## src/rtl/seq_play_ctrl.sv

```systemverilog
// rtl/seq_play_ctrl.sv - plays a stored colour sequence on one-hot LEDs (FETCH/SHOW/GAP per step)
// Optional macro SEQ_SPEEDUP_EN: shortens the ON time as round_lat grows.
module seq_play_ctrl #(
  parameter int ON_CYCLES  = 50000000,
  parameter int OFF_CYCLES = 25000000,
  parameter int ADDR_W     = 4
) (
  input  logic              CLOCK,
  input  logic              reset,
  input  logic              start,
  input  logic              abort,
  input  logic [ADDR_W:0]   round,
  input  logic [1:0]        mem_data,
  output logic [ADDR_W-1:0] mem_addr,
  output logic [3:0]        leds,
  output logic              busy,
  output logic              end_FPGA
);
  localparam int MAX_DUR = (ON_CYCLES > OFF_CYCLES) ? ON_CYCLES : OFF_CYCLES;
  localparam int CNT_W   = $clog2(MAX_DUR + 1);
  localparam logic [ADDR_W:0]  MAX_ROUND = {1'b1, {ADDR_W{1'b0}}};
  localparam logic [ADDR_W:0]  ONE_IDX   = {{ADDR_W{1'b0}}, 1'b1};
  localparam logic [CNT_W-1:0] OFF_LOAD  = CNT_W'(OFF_CYCLES - 1);

  typedef enum logic [2:0] {IDLE, FETCH, SHOW, GAP, DONE} state_t;

  state_t            state, state_next;
  logic [ADDR_W:0]   idx, idx_next, round_lat, round_clamp;
  logic [CNT_W-1:0]  cnt, on_load;
  logic [3:0]        led_reg;

  assign round_clamp = (round > MAX_ROUND) ? MAX_ROUND : round;

  // Counters load duration-1 on entry and the state exits when they reach zero.
`ifdef SEQ_SPEEDUP_EN
  logic [CNT_W-1:0] on_shift;
  assign on_shift = CNT_W'(ON_CYCLES) >> round_lat[ADDR_W:ADDR_W-1];
  assign on_load  = (on_shift > CNT_W'(1)) ? on_shift - CNT_W'(1) : '0;
`else
  assign on_load  = CNT_W'(ON_CYCLES - 1);
`endif

  always_ff @(posedge CLOCK or negedge reset) begin
    if (!reset) state <= IDLE;
    else        state <= state_next;
  end

  always_comb begin
    state_next = state;
    idx_next   = idx;
    leds       = 4'b0000;
    busy       = 1'b1;
    end_FPGA   = 1'b0;
    case (state)
      IDLE: begin
        busy = 1'b0;
        if (start && !abort) begin
          idx_next   = '0;
          state_next = (round_clamp == '0) ? DONE : FETCH;
        end
      end
      FETCH: state_next = SHOW;
      SHOW: begin
        leds = led_reg;
        if (cnt == '0) state_next = GAP;
      end
      GAP: begin
        if (cnt == '0) begin
          if (idx == round_lat - ONE_IDX) begin
            state_next = DONE;
          end else begin
            idx_next   = idx + ONE_IDX;
            state_next = FETCH;
          end
        end
      end
      DONE: begin
        end_FPGA   = 1'b1;
        state_next = IDLE;
      end
      default: state_next = IDLE;
    endcase
    // Abort wins over everything, including a pending step advance.
    if (abort && state != IDLE) begin
      state_next = IDLE;
      idx_next   = idx;
    end
  end

  always_ff @(posedge CLOCK or negedge reset) begin
    if (!reset) begin
      idx       <= '0;
      round_lat <= '0;
      cnt       <= '0;
      mem_addr  <= '0;
      led_reg   <= 4'b0000;
    end else begin
      idx <= idx_next;
      if (state == IDLE && state_next != IDLE) round_lat <= round_clamp;
      if (state_next == FETCH && state != FETCH) mem_addr <= idx_next[ADDR_W-1:0];
      if (state == FETCH && state_next == SHOW) led_reg <= 4'b0001 << mem_data;
      if (state_next == SHOW && state != SHOW)      cnt <= on_load;
      else if (state_next == GAP && state != GAP)   cnt <= OFF_LOAD;
      else if (state_next != state)                 cnt <= '0;
      else if (cnt != '0)                           cnt <= cnt - CNT_W'(1);
    end
  end
endmodule

```

## config.mk

```make
export PLATFORM = sky130hd
export DESIGN_NAME = seq_play_ctrl
export DESIGN_NICKNAME = d
export VERILOG_FILES = /design/src/rtl/seq_play_ctrl.sv
export SDC_FILE = /design/constraint.sdc
export NUM_CORES = 1
export LEC_CHECK = 0
export BUFFER_PORTS_ARGS = -buffer_cell sky130_fd_sc_hd__buf_2
export CORE_MARGIN = 1.5
export CORE_UTILIZATION = 31
export CTS_CLUSTER_SIZE = 20
export DETAILED_ROUTE_END_ITERATION = 10
export PLACE_DENSITY = 0.46
export SLEW_MARGIN = 20
export SYNTH_ARGS = -nofsm -noshare
export SYNTH_HDL_FRONTEND = slang
export SYNTH_SLANG_ARGS = --single-unit
```

## constraint.sdc

```tcl
create_clock -name CLOCK -period 2.9 [get_ports CLOCK]
set_input_delay 0.58 -clock CLOCK [delete_from_list [all_inputs] [get_ports CLOCK]]
set_output_delay 0.58 -clock CLOCK [all_outputs]
set_load 0.01 [all_outputs]
```

==> summary.md, run 1 <==
| Metric | Value |
|---|---|
| Post-synthesis cell area | `2610 µm²` |
| Vias per cell | `approximately 5` |
| Crit start category | `flip-flop` |
| Total internal power | `1500 µW` |
| DRT Pass-1 Iters | `4` |
| # rows | `33` |
| Number of remaining DRC errors | `0` |
| Endpoint of the worst register-to-register path | `cnt[1]` |
| Critical path endpoint | `cnt[1]` |
| Global Route Usage Sum | `0.148` |
| Final HPWL from detailed placement | `4320 µm` |
| Clk sinks | `47` |
| Max Fclk | `390 MHz` |
| Largest area contributor in the netlist | `dfrtp_1` |
| RR Startpoint | `cnt[11]` |
| Initial antenna violation count | `0` |
| Combinational share of power | `0.411` |
| Detailed Route WL | `5950 µm` |
| Filler cells | `854` |
| R2r worst-path depth | `6` |
| Max_cap viols | `0` |
| Slew margin rel. | `0.523` |
| Primary FF master, synth | `dfrtp_1` |
| Sequential share of the synthesized area | `0.451` |
| Reg power frac | `0.424` |
| CTS Buf Count | `5` |
| Synth unique cells | `49` |
| Vias in the first global route | `2028` |
| Psw | `1020 µW` |
| Launch point of the worst path | `cnt[11]` |
| RD Place Congestion | `0.763` |
| Global-route wire length before repair | `10200 µm` |
| Post-Syn Area per Cell | `9.52 µm²` |
| PortBufs | `20` |
| Critical Path RT | `between 3 and 4 ns` |
| Top reg by flops | `cnt` |
| Worst hold margin | `0.210 ns` |
| Largest cells by area after synthesis | `dfrtp_1 45%, xor2_1 6.4%, o21ai_0 5.4%` |
| Clk buf depth | `2` |
| Setup Skew | `0.0154 ns` |
| CP Max Fanout | `13` |
| Util after Layout | `0.359` |
| Die area | `8970 µm²` |
| Crit path arrival time | `2.78 ns` |
| Worst-Margin Slew | `0.704 ns` |
| Synth warnings | `0` |
| Sw Ratio | `0.405` |
| Clock power share | `0.166` |
| DR iter-0 viols | `98` |
| WL/cell | `14.7 µm` |
| P_leak | `roughly 0.0013 µW` |
| H-tree depth reported by CTS | `2` |
| Worst VDD drop | `270 µV` |
| Pin count of the biggest net entering global routing | `30` |
| RSZ-0062 raised after global routing | `false` |
| Mapped Nets | `288` |
| Max-slew violation count | `0` |
| Async SR Flop Fraction | `1.00` |
| CTS tree | `built` |
| DR vias | `2041` |
| Crit. End Element | `flip-flop` |
| Detail Route Antenna Nets | `0` |
| Setup TNS | `0 ns` |
| Fin. Hold Viols | `0` |
| Clock Tree Root | `clkbuf_8` |
| DIE HEIGHT | `between 90 and 100 µm` |
| Setup slack after layout | `~0.34 ns` |
| # setup viols final | `0` |
| Top Registers | `cnt (26), idx (5), round_lat (5)` |
| Min-Delay Path Class | `primary input to asynchronous set/reset pin` |
| Clock latency at the later pin of the worst-skew pair | `just over 0.3 ns` |
| Cell area power density | `861 nW/µm²` |
| FF+latch count, synth | `47` |
| Chip width | `94.7 µm` |
| Max FFs per register | `26` |
| Reg2reg setup slack | `0.34 ns` |
| Hold_buf cts | `0` |
| Final min period | `2.56 ns` |
| Layout cell share with drive strength beyond 1 | `0.167` |
| Outcome | `completed` |
| Layout Nets | `313` |
| Starting density of the core | `0.319` |
| Critical path class | `flip-flop to flip-flop` |
| Core footprint | `8180 µm²` |
| I/O Pins | `21` |
| Ant diodes | `0` |
| Clock slew at reported path FFs | `0.11 ns` |
| Mapped Cells | `274` |
| Post-synth EDFFs | `0` |
| P&R area growth vs syn | `12.5%` |
| Share of the synthesized area in the top cell type | `0.451` |
| Period utilization | `0.884` |
| Place WS | `between 0.1 and 0.15 ns` |
| Global route total overflow | `0` |
critical path, stage by stage (launching register included):
cell and delay (ns):
dfrtp_1 0.43, or4_4 0.58, or3_1 0.41, or4_4 0.55
nor2_4 0.14, o21ai_2 0.20, o21ai_0 0.16
cells in the mapped netlist, types with 2 or more instances:
| library cell | count |
|---|---|
| or4_1 | 3 |
| or4_4 | 2 |
| a31oi_1 | 2 |
| xnor2_1 | 12 |
| xor2_1 | 19 |
| o21ai_2 | 4 |
| nand3_1 | 11 |
| inv_1 | 6 |
| nand4b_1 | 2 |
| nand4_1 | 2 |
| clkbuf_1 | 5 |
| nand2b_1 | 10 |
| nand3b_1 | 3 |
| and3_1 | 4 |
| or2_2 | 2 |
| a21oi_1 | 7 |
| or3_1 | 5 |
| ha_1 | 3 |
| buf_2 | 2 |
| nor4_1 | 12 |
| dfrtp_1 | 47 |
| nor2_4 | 2 |
| a211oi_1 | 2 |
| nor2_1 | 17 |
| nand2_1 | 25 |
| nor3_1 | 9 |
| o21ai_0 | 28 |
| and2_1 | 6 |
| buf_6 | 2 |
metrics by stage:
step	power (µW)	instances	instance area, µm²
2_1_floorplan	1850	274	2610
3_3_place_gp	2120	397	2840
3_5_place_dp	2120	397	2840
4_1_cts	2560	405	2930
5_1_grt	2770	405	2930
6_report	2530	405	2930
area by class of cell:
| cell class | count | area, µm² | area share |
|---|---|---|---|
| Multi-Input combinational cell | 211 | 1350 | 0.460 |
| Sequential cell | 47 | 1180 | 0.401 |
| Timing Repair Buffer | 28 | 160 | 0.0546 |
| Tap cell | 105 | 131 | 0.0448 |
| Clock buffer | 5 | 68.8 | 0.0235 |
| Clock inverter | 3 | 23.8 | 0.00811 |
| Inverter | 6 | 22.5 | 0.00768 |
how the worst min path moves through the flow:
stage                from           to
2_1_floorplan       reset       cnt[0]
5_1_grt             reset       cnt[8]
3_3_place_gp   led_reg[2]   led_reg[2]
3_5_place_dp   led_reg[2]   led_reg[2]
4_1_cts             reset  mem_addr[3]
6_report            reset  mem_addr[3]
power by group through the flow:
stage                     Clock [µW]  Combinational [µW]  Sequential, µW
after CTS                        440                1050            1070
after floorplan                    0                 824            1020
after global routing             463                1200            1100
after global placement             0                1040            1080
final                            418                1040            1070
after detailed placement           0                1040            1080
placed cells by master (no fill, tap or decap), types with 2 or more instances in the layout:
master       n
dfrtp_1     47
o21ai_0     28
nand2_1     25
buf_2       20
xor2_1      19
nor2_1      17
nor4_1      12
xnor2_1     12
nand3_1     11
nand2b_1    10
nor3_1       9
buf_4        8
a21oi_1      7
inv_1        6
and2_1       6
or3_1        5
clkbuf_8     5
and3_1       4
o21ai_2      4
or4_1        3
nand3b_1     3
ha_1         3
nand4_1      2
nor2_4       2
or2_2        2
a31oi_1      2
a211oi_1     2
or4_4        2
nand4b_1     2
clkinvlp_4   2
cell families after synthesis:
family,Yosys count,synth area share
and+or+nand+nor,119,0.252
adders and majority gates,3,0.0144
muxes,3,0.0125
AOI/OAI and AO/OA,55,0.134
buffers and inverters,16,0.0312
xor gates and xnor gates,31,0.104
DFF,47,0.451
repair_timing:
item / CTS / global route
resized for setup: 0 / 1
buffers inserted: 0 / 0
endpoints found under the setup margin: 0 / 8
layer usage:
metal | up-vias | track usage | part of all wire
met2 | 37 | 0.224 | 0.44
met4 | 0 | 0.0522 | 0.021
met5 | - | 0 | 0
met1 | 973 | 0.209 | 0.51
li1 | 1021 | - | -
met3 | 10 | 0.0274 | 0.030
Note: power is estimated with default switching activity, not from simulation.
==> inputs of run 2 (changes only) <==
Settings changed: CORE_UTILIZATION 31 to 47, PLACE_DENSITY 0.46 to 0.64.
==> summary.md, run 2 (synthesized netlist as in run 1, its figures left out) <==
| Metric | Value |
|---|---|
| Outcome | `completed` |
| WL/cell | `15.5 µm` |
| Detailed Route WL | `5740 µm` |
| Number of remaining DRC errors | `0` |
| P_leak | `0.00134 µW` |
| Met2 Use GR | `0.304` |
| Layout cell share with drive strength beyond 1 | `0.167` |
| Detail Route Antenna Nets | `0` |
| Clk sinks | `47` |
| Die area | `6000 µm²` |
| Post-route cell area | `2900 µm²` |
| Reg power frac | `0.424` |
| CTS tree | `built` |
| CTS Buf Count | `5` |
| Setup Skew | `approximately 0.0069 ns` |
| Fin. Hold Viols | `0` |
| Setup TNS | `0 ns` |
| Top reg by flops | `cnt` |
| RSZ-0062 raised after global routing | `false` |
| DR vias | `2051` |
| Clock Tree Root | `clkbuf_8` |
| Critical path class | `flip-flop to flip-flop` |
| Ant diodes | `0` |
| Max Fclk | `383 MHz` |
| Psw | `1010 µW` |
| Cell area after placement | `2800 µm²` |
| Top Usage Layer GRT | `met1` |
| # rows | `26` |
| Met3 Resource Use GR | `0.0435` |
| Worst VDD drop | `354 µV` |
| Starting density of the core | `0.498` |
| Grt met1 use | `0.314` |
| Cell area power density | `about 870 nW/µm²` |
| Leading cell types in the layout, fill and taps excluded | `47 x dfrtp_1, 28 x o21ai_0, 25 x nand2_1` |
| DRT Pass-1 Iters | `4` |
| DR iter-0 viols | `108` |
| H-tree depth reported by CTS | `2` |
| Clock latency at the later pin of the worst-skew pair | `approximately 0.30 ns` |
| Reg2reg setup slack | `0.29 ns` |
| Max FFs per register | `26` |
| Clk buf depth | `2` |
| Vias per cell | `5.54` |
| Total internal power | `between 1500 and 2000 µW` |
| Worst hold margin | `roughly 0.25 ns` |
| Core footprint | `5240 µm²` |
| Top Registers | `cnt (26), idx (5), round_lat (5)` |
| P&R area growth vs syn | `11.2%` |
| Sw Ratio | `0.398` |
| Worst-Margin Slew | `0.760 ns` |
| Global-route wire length before repair | `10000 µm` |
| RD Place Congestion | `approximately 0.79` |
| Max-slew violation count | `0` |
| Global Route Usage Sum | `0.212` |
| Layout Nets | `313` |
| Global route total overflow | `0` |
| Commonest non-fill, non-tap cell in the layout | `dfrtp_1` |
| Chip width | `77.5 µm` |
| Clock power share | `0.174` |
| Combinational share of power | `0.402` |
| Crit path arrival time | `2.80 ns` |
| Crit. End Element | `flip-flop` |
| Slew margin rel. | `0.486` |
| Hold_buf cts | `0` |
| Pin count of the biggest net entering global routing | `26` |
| Final HPWL from detailed placement | `around 4200 µm` |
| CP Max Fanout | `6` |
| PortBufs | `20` |
| PostCTS Resize Cnt | `0` |
| Post-CTS setup buffer count | `0` |
| Max_cap viols | `0` |
| Min-Delay Path Class | `primary input to asynchronous set/reset pin` |
| Period utilization | `0.899` |
| Clock slew at reported path FFs | `around 0.09 ns` |
| R2r worst-path depth | `6` |
| Final min period | `2.61 ns` |
| Crit start category | `flip-flop` |
| # setup viols final | `0` |
| Initial antenna violation count | `0` |
| DIE HEIGHT | `~77 µm` |
| I/O Pins | `21` |
| Critical Path RT | `3.09 ns` |
| Vias in the first global route | `roughly 2100` |
-- run 2: cell types whose count changed in the layout (fill, tap and decap cells not counted), sizes merged --
cell      previous run  this run
inv                  7         6
clkinvlp             2         1
clkbuf               5         7
-- run 2: area by class of cell --
type                    instances  area (µm²)
multi-input cells             211        1350
flip-flops and latches         47        1180
well taps                      70        87.6
repair buffers                 28         160
fillers                       479        2340
inverters                       6        22.5
clock inverters                 1        7.51
clock buffers                   7        96.3
-- run 2: worst max-delay path, stage by stage (launching register included) --
cell      delay (ns)
dfrtp_1         0.45
nor4_1          0.51
nand4_1         0.36
nor2_4          0.26
o211ai_1        0.22
nor3_1          0.33
mux2_2          0.37
-- run 2: final timing paths --
| path | end | start |
|---|---|---|
| worst max-delay path | mem_addr[2] | cnt[16] |
| worst min-delay path | cnt[25] | reset |
| min in group CLOCK | led_reg[3] | led_reg[3] |
| worst max register to register | mem_addr[2] | cnt[16] |
| worst min register to register | led_reg[3] | led_reg[3] |
| max in group asynchronous | state[1] | reset |
-- run 2: metal layers --
layer  share of wire  vias up
met5               0        -
met4           0.014        0
met3           0.032        6
met2            0.42       42
met1            0.53      981
li1                -     1022
-- run 2: through the flow --
step / total power [µW] / instances / util / setup WS (ns)
2_1_floorplan: 1850 / 274 / - / 0.477
6_report: 2530 / 370 / 0.554 / 0.291
3_5_place_dp: 2100 / 362 / 0.534 / 0.154
5_1_grt: 2730 / 370 / 0.554 / 0.0602
3_3_place_gp: 2070 / 362 / 0.534 / 0.252
4_1_cts: 2540 / 370 / 0.554 / 0.141
-- run 2: power groups by stage --
stage          Sequential [µW]  Combinational, µW  Clock (µW)
2_1_floorplan             1020                824           0
3_3_place_gp              1080                990           0
5_1_grt                   1100               1150         479
4_1_cts                   1070               1020         457
3_5_place_dp              1080               1020           0
6_report                  1070               1020         440
==> inputs of run 3 (changes only) <==
Settings changed: PLACE_DENSITY 0.64 to 0.74.
==> summary.md, run 3 (synthesized netlist as in run 1, its figures left out) <==
| Metric | Value |
|---|---|
| CTS Buf Count | `5` |
| CP Max Fanout | `8` |
| Placed insts | `roughly 360` |
| Outcome | `completed` |
| Die area | `between 6000 and 7000 µm²` |
| RSZ-0062 raised after global routing | `false` |
| Min-Delay Path Class | `primary input to asynchronous set/reset pin` |
| Crit. End Element | `flip-flop` |
| Core footprint | `5240 µm²` |
| Pin count of the biggest net entering global routing | `48` |
| Layout Nets | `roughly 310` |
| Critical path class | `flip-flop to flip-flop` |
| Detail Route Antenna Nets | `0` |
| Detailed Route WL | `5530 µm` |
| Chip width | `77.5 µm` |
| Top reg by flops | `cnt` |
| DRT Pass-1 Iters | `4` |
| Cell area power density | `874 nW/µm²` |
| Filler cells | `483` |
| Clk buf depth | `2` |
| Starting density of the core | `0.498` |
| Top Registers | `cnt (26), idx (5), round_lat (5)` |
| P&R area growth vs syn | `11.3%` |
| RD Place Congestion | `0.864` |
| Max incr delay on CP | `0.56 ns` |
| P_leak | `0.00134 µW` |
| Worst-Margin Slew | `0.718 ns` |
| Leading cell types in the layout, fill and taps excluded | `47 x dfrtp_1, 28 x o21ai_0, 25 x nand2_1` |
| Clock slew at reported path FFs | `0.09 ns` |
| # rows | `26` |
| Number of remaining DRC errors | `0` |
| Final HPWL from detailed placement | `3900 µm` |
| Post-CTS setup buffer count | `0` |
| Max Fclk | `roughly 380 MHz` |
| Period utilization | `0.914` |
| Clk sinks | `47` |
| Hold_buf cts | `0` |
| Setup TNS | `0 ns` |
| Vias in the first global route | `around 2000` |
| H-tree depth reported by CTS | `2` |
| Max FFs per register | `26` |
| Global-route wire length before repair | `9660 µm` |
| Commonest non-fill, non-tap cell in the layout | `dfrtp_1` |
| CTS tree | `built` |
| CP max stage cell | `or3b_2` |
| Vias per cell | `5.64` |
| Ant diodes | `0` |
| Critical Path RT | `roughly 3.1 ns` |
| Cell area after placement | `2800 µm²` |
| Worst VDD drop | `about 360 µV` |
| Clock Tree Root | `clkbuf_8` |
| Final min period | `around 2.7 ns` |
| Setup Skew | `around 0.016 ns` |
| Max_cap viols | `0` |
| Layout cell share with drive strength beyond 1 | `0.167` |
| DR iter-0 viols | `252` |
| Fin. Hold Viols | `0` |
| # setup viols final | `0` |
| Crit start category | `flip-flop` |
| Slew margin rel. | `0.514` |
| DR vias | `approximately 2100` |
| Clock latency at the later pin of the worst-skew pair | `approximately 0.30 ns` |
| PortBufs | `20` |
| Util after Layout | `0.554` |
| WL/cell | `15.0 µm` |
| PostCTS Resize Cnt | `0` |
| Global Route Usage Sum | `0.203` |
| Post-route cell area | `between 2000 and 3000 µm²` |
| Max-slew violation count | `0` |
| Initial antenna violation count | `0` |
| I/O Pins | `21` |
| DIE HEIGHT | `77.5 µm` |
| Worst hold margin | `0.272 ns` |
| Global route total overflow | `0` |
| Final cell count without fillers | `370` |
| Crit path arrival time | `approximately 2.9 ns` |
| Crit path cell chain | `nor4_1 -> nand3_1 -> nor2_4 -> o211ai_1 -> or3b_2 -> a21oi_1` |
run 3: cell counts in the layout (fill, tap and decap cells not counted):
Identical to the previous run, type by type.
run 3: critical path: cells and delay by family (launching register included):
family / cells / cell delay (ns)
and+or+nand+nor: 4 / 1.75
DFF: 1 / 0.43
AOI/OAI and AO/OA: 2 / 0.39
run 3: worst paths after layout:
| path | slack (ns) | from | cells after the start | to |
|---|---|---|---|---|
| setup / recovery | 0.25 | cnt[2] | 6 | cnt[11] |
| hold / removal | 0.27 | reset | 1 | cnt[13] |
| setup reg to reg | 0.25 | cnt[2] | 6 | cnt[11] |
| hold reg to reg | 0.48 | led_reg[0] | 2 | led_reg[0] |
| max in group asynchronous | 2.20 | reset | 1 | led_reg[3] |
| min in group CLOCK | 0.48 | led_reg[0] | 2 | led_reg[0] |
run 3: final cells by class:
cell class / count / area [µm²] / share of cell area
repair buffers: 28 / 163 / 0.0560
well taps: 70 / 87.6 / 0.0302
clock inverters: 1 / 7.51 / 0.00259
clock buffers: 7 / 96.3 / 0.0332
flip-flops and latches: 47 / 1180 / 0.405
inverters: 6 / 22.5 / 0.00776
multi-input cells: 211 / 1350 / 0.465
run 3: through the flow:
step | worst slack (ns) | total power [µW]
after global placement | 0.245 | 2060
final | 0.249 | 2540
after CTS | 0.0800 | 2540
after detailed placement | 0.137 | 2090
after global routing | 0.0971 | 2750
after floorplan | 0.477 | 1850
run 3: power by group:
| part | total (µW) | leakage (µW) | switching (µW) | internal, µW |
|---|---|---|---|---|
| Clock | 440 | 0.0000505 | 223 | 217 |
| Sequential | 1080 | 0.000630 | 220 | 858 |
| Combinational | 1020 | 0.000658 | 562 | 455 |
run 3: routing by layer:
layer / vias up / global-route usage / share of wire
met4: 0 / 0.0509 / 0.0099
li1: 1020 / - / -
met2: 44 / 0.308 / 0.45
met3: 5 / 0.0400 / 0.044
met5: - / 0 / 0
met1: 1017 / 0.296 / 0.50
